### src/rtl/fetch_unit.sv
// Instruction-fetch stage: PC, single-outstanding imem requests, and a one-entry
// IF/ID buffer handed to decode over valid/ready. Redirects squash in-flight fetches.
module fetch_unit #(
    parameter int               WIDTH    = 32,
    parameter logic [WIDTH-1:0] RESET_PC = '0
) (
    input  logic             clk,
    input  logic             reset,
    output logic             imem_req,
    output logic [WIDTH-1:0] imem_addr,
    input  logic             imem_ready,
    input  logic             imem_rvalid,
    input  logic [WIDTH-1:0] imem_rdata,
    input  logic             redirect,
    input  logic [WIDTH-1:0] redirect_pc,
    output logic             instr_valid,
    input  logic             decode_ready,
    output logic [WIDTH-1:0] instr,
    output logic [5:0]       op,
    output logic [WIDTH-1:0] instr_pc,
    output logic [WIDTH-1:0] pcplus4
);

    typedef enum logic [1:0] {S_REQ, S_WAIT, S_DROP} state_t;

    state_t           r_state, w_next;
    logic [WIDTH-1:0] r_pc, r_req_addr, r_instr, r_instr_pc, r_pcplus4;
    logic             r_instr_valid;
    logic             w_buf_free, w_xfer, w_load;
    logic [WIDTH-1:0] w_redir_pc;

    assign w_buf_free = !r_instr_valid || decode_ready;
    assign imem_req   = (r_state == S_REQ) && w_buf_free && !redirect && !reset;
    assign w_xfer     = imem_req && imem_ready;
    assign w_load     = (r_state == S_WAIT) && imem_rvalid && !redirect;
    assign w_redir_pc = redirect_pc & ~{{(WIDTH-2){1'b0}}, 2'b11};

    // A response in S_WAIT always ends the transaction; a redirect alone turns it into a drop.
    always_comb begin
        w_next = r_state;
        case (r_state)
            S_REQ:   if (w_xfer) w_next = S_WAIT;
            S_WAIT:  if (imem_rvalid) w_next = S_REQ;
                     else if (redirect) w_next = S_DROP;
            S_DROP:  if (imem_rvalid) w_next = S_REQ;
            default: w_next = S_REQ;
        endcase
    end

    always_ff @(posedge clk) begin
        if (reset) begin
            r_state       <= S_REQ;
            r_pc          <= RESET_PC;
            r_req_addr    <= '0;
            r_instr_valid <= 1'b0;
            r_instr       <= '0;
            r_instr_pc    <= '0;
            r_pcplus4     <= '0;
        end else begin
            r_state <= w_next;
            if (redirect)    r_pc <= w_redir_pc;
            else if (w_xfer) r_pc <= r_pc + WIDTH'(4);
            if (w_xfer) r_req_addr <= r_pc;
            // Load beats consume, so a word arriving in a handshake cycle replaces the old one.
            if (redirect) begin
                r_instr_valid <= 1'b0;
            end else if (w_load) begin
                r_instr_valid <= 1'b1;
                r_instr       <= imem_rdata;
                r_instr_pc    <= r_req_addr;
                r_pcplus4     <= r_req_addr + WIDTH'(4);
            end else if (decode_ready) begin
                r_instr_valid <= 1'b0;
            end
        end
    end

    assign imem_addr   = r_pc;
    assign instr_valid = r_instr_valid;
    assign instr       = r_instr;
    assign op          = r_instr[WIDTH-1 -: 6];
    assign instr_pc    = r_instr_pc;
    assign pcplus4     = r_pcplus4;

endmodule
### config.mk
export PLATFORM = sky130hd
export DESIGN_NAME = fetch_unit
export DESIGN_NICKNAME = d
export VERILOG_FILES = /design/src/rtl/fetch_unit.sv
export SDC_FILE = /design/constraint.sdc
export NUM_CORES = 1
export LEC_CHECK = 0
export BUFFER_PORTS_ARGS = -buffer_cell sky130_fd_sc_hd__buf_2
export CORE_ASPECT_RATIO = 0.9
export CORE_MARGIN = 2
export CORE_UTILIZATION = 53
export CTS_BUF_LIST = sky130_fd_sc_hd__clkbuf_8
export CTS_CLUSTER_DIAMETER = 120
export DETAILED_ROUTE_END_ITERATION = 10
export MAX_ROUTING_LAYER = met4
export PLACE_DENSITY = 0.92
export SLEW_MARGIN = 20
export SYNTH_ARGS = -nofsm -noshare
export SYNTH_HDL_FRONTEND = slang
export SYNTH_SLANG_ARGS = --single-unit
### constraint.sdc
create_clock -name clk -period 2 [get_ports clk]
set_clock_uncertainty 0.1 [all_clocks]
set_input_delay 0 -clock clk [delete_from_list [all_inputs] [get_ports clk]]
set_output_delay 0 -clock clk [all_outputs]
set_load 0.005 [all_outputs]
# Yosys cells after proc, flatten, opt, wreduce, memory -nomap -nowiden
# Cells that the tools add are included.
[word_totals] reg_bits=163 out_inout_bits=136
[op_classes] n_addsub=2 eq_ne=5 muxes=9 bitwise=1 reduce_logical=16
[op_table] op="$add 32x3->32 const B" n=2
[op_table] op="$mux 32" n=2
[op_table] op="$mux 2" n=4
[op_table] op="$logic_and 1x1->1" n=6
[op_table] op="$pmux 2 s3" n=1
[op_table] op="$ne 2x2->1 const B" n=2
[op_table] op="$reduce_bool 2->1" n=2
[op_table] op="$logic_not 1->1" n=3
[op_table] op="$ne 3x3->1 const B" n=1
[op_table] op="$reduce_and 3->1" n=1
[op_table] op="$eq 2x1->1 const B" n=1
[op_table] op="$eq 2x2->1 const B" n=1
[op_table] op="$logic_not 2->1" n=1
[op_table] op="$mux 1" n=2
[op_table] op="$reduce_and 2->1" n=1
[op_table] op="$reduce_or 2->1" n=1
[op_table] op="$logic_or 1x1->1" n=1
[op_table] op="$not 1->1" n=1

# Logic depth before layout (Yosys ltp)
[logic_depth] depth_word=8 depth_mapped=7 ltp_nobuf=6

# Least setup slack after synthesis
# Ideal clock, no wire load.
[synth_timing] kind="reg-to-reg" from="register r_pc[8] (netlist: imem_addr[8])" to="register r_pc[31] (netlist: imem_addr[31])" setup_ps=62 t_arrival_ps=1689 t_required_ps=1838 slack_ps=149 stages_incl_launch_ff=7 n_path_buf=1 synth_period_minus_slack_ps=1851 path_cell_list="dfxtp_1 nand4_2 or3_1 buf_2 nor4_1 mux2_2 nand3_1"
[synth_between] elab_chain_cells=3
[synth_lines] element="start, declared" line_no="27" source="logic [WIDTH-1:0] r_pc, r_req_addr, r_instr, r_instr_pc, r_pcplus4;"
[synth_lines] element="start signal, assigned" line_no="61" source="if (redirect) r_pc <= w_redir_pc;"
[synth_lines] element="start signal, assigned" line_no="62" source="else if (w_xfer) r_pc <= r_pc + WIDTH'(4);"
[synth_lines] element="$add 32x3->32" line_no="62"
[synth_lines] element="$mux 32" line_no="62"
[synth_lines] element="$mux 32" line_no="61"
# Every way passes these cells. The select of a mux whose other input is x is not followed.
# A chain may end at the register's enable or synchronous reset.

# Worst setup path after layout
[layout_timing] from="register r_pc[21] (netlist: imem_addr[21])" to="register r_pc[31] (netlist: imem_addr[31])"
# The elaborated chain is that of the path after synthesis.

==> results <==
- The run finished with clean final reports.
- The global-route wire length before repair is 34.7 mm.
- The count of port buffers added during placement is 197.
- The final layout net count is 1215.
- The routed design could run at a clock period as short as 1.99 ns.
- Synthesis handed over a netlist of 857 instances.
- The number of synthesized flops with an enable pin is 0.
- The tool flagged a number of max-cap violations equal to 0.
- The total track usage is 32.7%.
- The number of hold-slack violations in the final timing report came to 0.
- For this block, the via count after detailed routing is 7506.
- The sequential share of the synthesized area is about 45%.
- Measured against its own limit, the worst slew margin works out to 51.7%.
- The power density relative to cell area is around 700 nW/um2.
- For this configuration, the core starts out at a cell density of 54.2%.
- The leakage dissipation is 4.01 nW.
- The clock network latency to the later pin of the worst-skew pair is ~0.46 ns.
- The post-synthesis to final-layout area growth is 39.9%.
- In this design, the stage delay of the slowest critical-path cell is 0.46 ns.
- The total routed wirelength is 22.9 mm.
- Setup repair after global routing could not meet its margin everywhere.
- The standard cell with the maximum stage delay on the critical path is sky130_fd_sc_hd__dfxtp_1.
- The critical path goes through and4_1 -> nand4_1 -> nor4_2 -> mux2_2 -> nand3_1.
- The most used flip-flop cell after synthesis is sky130_fd_sc_hd__dfxtp_1.
- Routability-driven placement finished with a final weighted congestion of about 0.91.
- The number of global-route vias before repair is ~7200.
- The vertical die dimension is ~110 um.
- The starting DRC count in detailed routing is about 680.
- The arrival time reported for the critical path endpoint is roughly 2.3 ns.
- Along the worst path, the maximum fanout reaches 5.
- The post-detailed-route wirelength per cell is around 17 um.
- For the pin with the worst max-slew slack, the measured transition is around 0.72 ns.
- The CTS tree is yes.
- In the routed design, unresolved DRC markers number 0.
- The worst setup path is launched from a register.
- Clock-pin slew was measured on the worst setup and hold paths at 0.08 ns.
- Static timing analysis puts the maximum clock frequency at 504 MHz.
- The final worst setup slack is between 0.01 and 0.015 ns.
- The library cells used most frequently in the layout, excluding fill and tap cells, are 219 x sky130_fd_sc_hd__nand2_1, 196 x sky130_fd_sc_hd__buf_2, 151 x sky130_fd_sc_hd__dfxtp_1, 120 x sky130_fd_sc_hd__a21oi_1, 71 x sky130_fd_sc_hd__dlygate4sd3_1.
- The count of yosys warnings during synthesis is 0.
- The final count of pins violating max slew came to 0.
- The mean area per synthesized cell is 8.02 um2.
- In the synthesized netlist the async set-or-reset flop fraction comes to 0%.
- Along the worst hold path, the cell count comes to 4.
- Among cell families on the critical path, the largest total delay comes from simple AND/OR/NAND/NOR gates.
- The die extent in x is 124 um.
- In this run the standard cell core region covers between 10000 and 15000 um2.
- The register bit total from synthesis is 155.
- The die outline area is 13900 um2.
- The maximum number of pins on one net before global-route repair is 157.
- The clock net sink count is 155.
- VDD sags by at most 572 uV.
- The number of I/O pins is 206.
- Measured in cells, the most critical reg-to-reg path has a length of 5.
- The number of fill cells is 831.
- The minimum setup slack after placement is 0.0447 ns.
- Setup violations remaining at the end of the flow were counted as 0.
- The remaining global-route overflow is 0.
- In the final timing run, aggregate negative setup slack is 0 ns.
- The number of antenna diodes in the final layout is 0.
- The remaining antenna violation count after routing is 0.
- The initial antenna violation count came to 0.
- The worst path uses 99.3% of the clock period.
- The first detailed-routing pass took 8 iterations.
- The initialized floorplan defines 39 standard-cell rows.
- The worst setup path is captured at a register.
- The summed instance area of the synthesized netlist is 6880 um2.
- The deepest level of the CTS H-tree is 4.
- The cell sitting at the root of the clock tree is a sky130_fd_sc_hd__clkbuf_8.
- Counting distinct cell types in the post-synthesis netlist gives 56.
- The instance count on the critical path is 5.
- TritonCTS created 17 clock buffers.
- The final HPWL from detailed placement is 13.8 mm.
- The critical path is of the reg -> reg type.
- The critical path required time is 2.30 ns.
- The worst hold path class is in -> reg.
- Of the cells placed in the final design, the portion with a size suffix greater than 1 is 29.5%.
- The library cell used most frequently in the layout, excluding fill and tap cells, is sky130_fd_sc_hd__nand2_1.
- The clock passes through at most 2 buffers.
- Using the TritonRoute via totals, the vias-per-cell ratio works out to 5.69.
- The number of buffers and inverters on the critical path is 0.
where the power goes:
| part | total (mW) | switching, mW | internal (mW) | leakage (nW) |
|---|---|---|---|---|
| clock | 2.95 | 1.17 | 1.78 | 0.251 |
| sequential | 3.22 | 0.0692 | 3.15 | 1.26 |
| combinational | 0.633 | 0.324 | 0.309 | 2.50 |
through the flow:
step / power (mW) / area, um2 / cells / hold WS [ns] / utilization [%]
2_1_floorplan: 3.52 / 6900 / 862 / -0.0234 / -
3_3_place_gp: 3.75 / 8320 / 1217 / 0.104 / 65.6
3_5_place_dp: 3.76 / 8320 / 1217 / 0.121 / 65.6
4_1_cts: 6.76 / 9540 / 1320 / 0.00344 / 75.2
5_1_grt: 7.01 / 9620 / 1320 / 0.0418 / 75.8
6_report: 6.80 / 9620 / 1320 / 0.0544 / 75.8
Yosys cell counts (2+ instances only):
| library cell | number | share of area [%] |
|---|---|---|
| sky130_fd_sc_hd__nand2_1 | 220 | 12 |
| sky130_fd_sc_hd__dfxtp_1 | 155 | 45 |
| sky130_fd_sc_hd__a21oi_1 | 120 | 8.7 |
| sky130_fd_sc_hd__clkbuf_1 | 46 | 2.5 |
| sky130_fd_sc_hd__nor2_1 | 44 | 2.4 |
| sky130_fd_sc_hd__a211oi_1 | 22 | 2.4 |
| sky130_fd_sc_hd__nand3_1 | 19 | 1.4 |
| sky130_fd_sc_hd__nand4_1 | 17 | 1.5 |
| sky130_fd_sc_hd__xnor2_1 | 17 | 2.2 |
| sky130_fd_sc_hd__o21ai_0 | 14 | 1.0 |
| sky130_fd_sc_hd__buf_4 | 13 | 1.4 |
| sky130_fd_sc_hd__nor3_1 | 13 | 0.95 |
| sky130_fd_sc_hd__xor2_1 | 13 | 1.7 |
| sky130_fd_sc_hd__inv_1 | 11 | 0.60 |
| sky130_fd_sc_hd__buf_2 | 10 | 0.73 |
| sky130_fd_sc_hd__nor4_1 | 10 | 0.91 |
| sky130_fd_sc_hd__and4_1 | 9 | 1.1 |
| sky130_fd_sc_hd__mux2_2 | 8 | 1.3 |
| sky130_fd_sc_hd__a31oi_1 | 7 | 0.64 |
| sky130_fd_sc_hd__and3_1 | 7 | 0.64 |
| sky130_fd_sc_hd__nand2b_1 | 7 | 0.64 |
| sky130_fd_sc_hd__nand3b_1 | 5 | 0.55 |
| sky130_fd_sc_hd__o21a_1 | 5 | 0.55 |
| sky130_fd_sc_hd__or3_1 | 5 | 0.45 |
| sky130_fd_sc_hd__nor2b_1 | 4 | 0.36 |
| sky130_fd_sc_hd__a211oi_2 | 3 | 0.55 |
| sky130_fd_sc_hd__a311oi_1 | 3 | 0.38 |
| sky130_fd_sc_hd__a32oi_1 | 3 | 0.38 |
| sky130_fd_sc_hd__and2_1 | 3 | 0.27 |
| sky130_fd_sc_hd__buf_1 | 3 | 0.16 |
| sky130_fd_sc_hd__nand4_4 | 3 | 0.93 |
| sky130_fd_sc_hd__nor4_2 | 3 | 0.55 |
| sky130_fd_sc_hd__a22oi_1 | 2 | 0.22 |
| sky130_fd_sc_hd__a2bb2oi_1 | 2 | 0.25 |
| sky130_fd_sc_hd__and4_2 | 2 | 0.29 |
| sky130_fd_sc_hd__buf_6 | 2 | 0.33 |
| sky130_fd_sc_hd__ha_1 | 2 | 0.36 |
| sky130_fd_sc_hd__nor3_2 | 2 | 0.29 |
| sky130_fd_sc_hd__nor4_4 | 2 | 0.62 |
| sky130_fd_sc_hd__nor4b_1 | 2 | 0.25 |
| sky130_fd_sc_hd__o22ai_1 | 2 | 0.18 |
| sky130_fd_sc_hd__o31a_1 | 2 | 0.25 |
| sky130_fd_sc_hd__or2_2 | 2 | 0.18 |
path summary, 6_finish.rpt:
kind,startpoint,to,slack [ns]
worst max-delay path,imem_addr[21]$_SDFFE_PP0P_,imem_addr[31]$_SDFFE_PP0P_,0.01
worst min-delay path,redirect,imem_addr[7]$_SDFFE_PP0P_,0.05
worst max register to register,imem_addr[21]$_SDFFE_PP0P_,imem_addr[31]$_SDFFE_PP0P_,0.01
worst min register to register,instr_pc[10]$_SDFFE_PP0P_,instr_pc[10]$_SDFFE_PP0P_,0.35
layer usage:
metal,track usage (%),up-vias,part of all wire [%]
li1,-,3509,-
met1,36.6,3477,38
met2,54.6,441,48
met3,8.99,79,9.9
met4,13.1,0,3.3
met5,-,-,0
worst reg2reg max path: cells and delay by family (launching register included):
kind	cells	cell delay (ns)
flip-flops	1	0.46
AND/OR/NAND/NOR	4	1.01
multiplexers	1	0.37
cell type report:
class	instances	area, um2	share of cell area [%]
clock buffers	22	303	3.15
repair buffers	336	2280	23.7
well taps	164	205	2.13
multi-input cells	622	3480	36.1
inverters	11	41.3	0.429
clock inverters	10	209	2.17
flip-flops and latches	155	3110	32.3
cell families (layout without fill, tap and decap cells):
family | after synthesis | in the layout | share of synthesized area, %
and+or+nand+nor | 387 | 387 | 27.5
AOI/OAI and AO/OA | 189 | 189 | 16.0
muxes | 8 | 8 | 1.31
other | 1 | 6 | 0.0545
DFF | 155 | 155 | 45.1
adders and majority gates | 2 | 2 | 0.364
buffers and inverters | 85 | 379 | 5.75
xor gates and xnor gates | 30 | 30 | 3.82
flip-flops by register name, indices dropped and copies added, names as in the netlist:
register and flops:
r_state 2, r_req_addr 30, pcplus4 30, instr_pc 30, instr 32, imem_addr 30, instr_valid 1
what timing repair did:
| action | 4_1_cts | 5_1_grt |
|---|---|---|
| resized for setup | 0 | 16 |
| hold endpoints to repair | 66 | 0 |
| setup buffers | 0 | 0 |
| setup endpoints to repair | 0 | 25 |
| hold buffers | 71 | 0 |
Power figures use the tool's default switching activity.
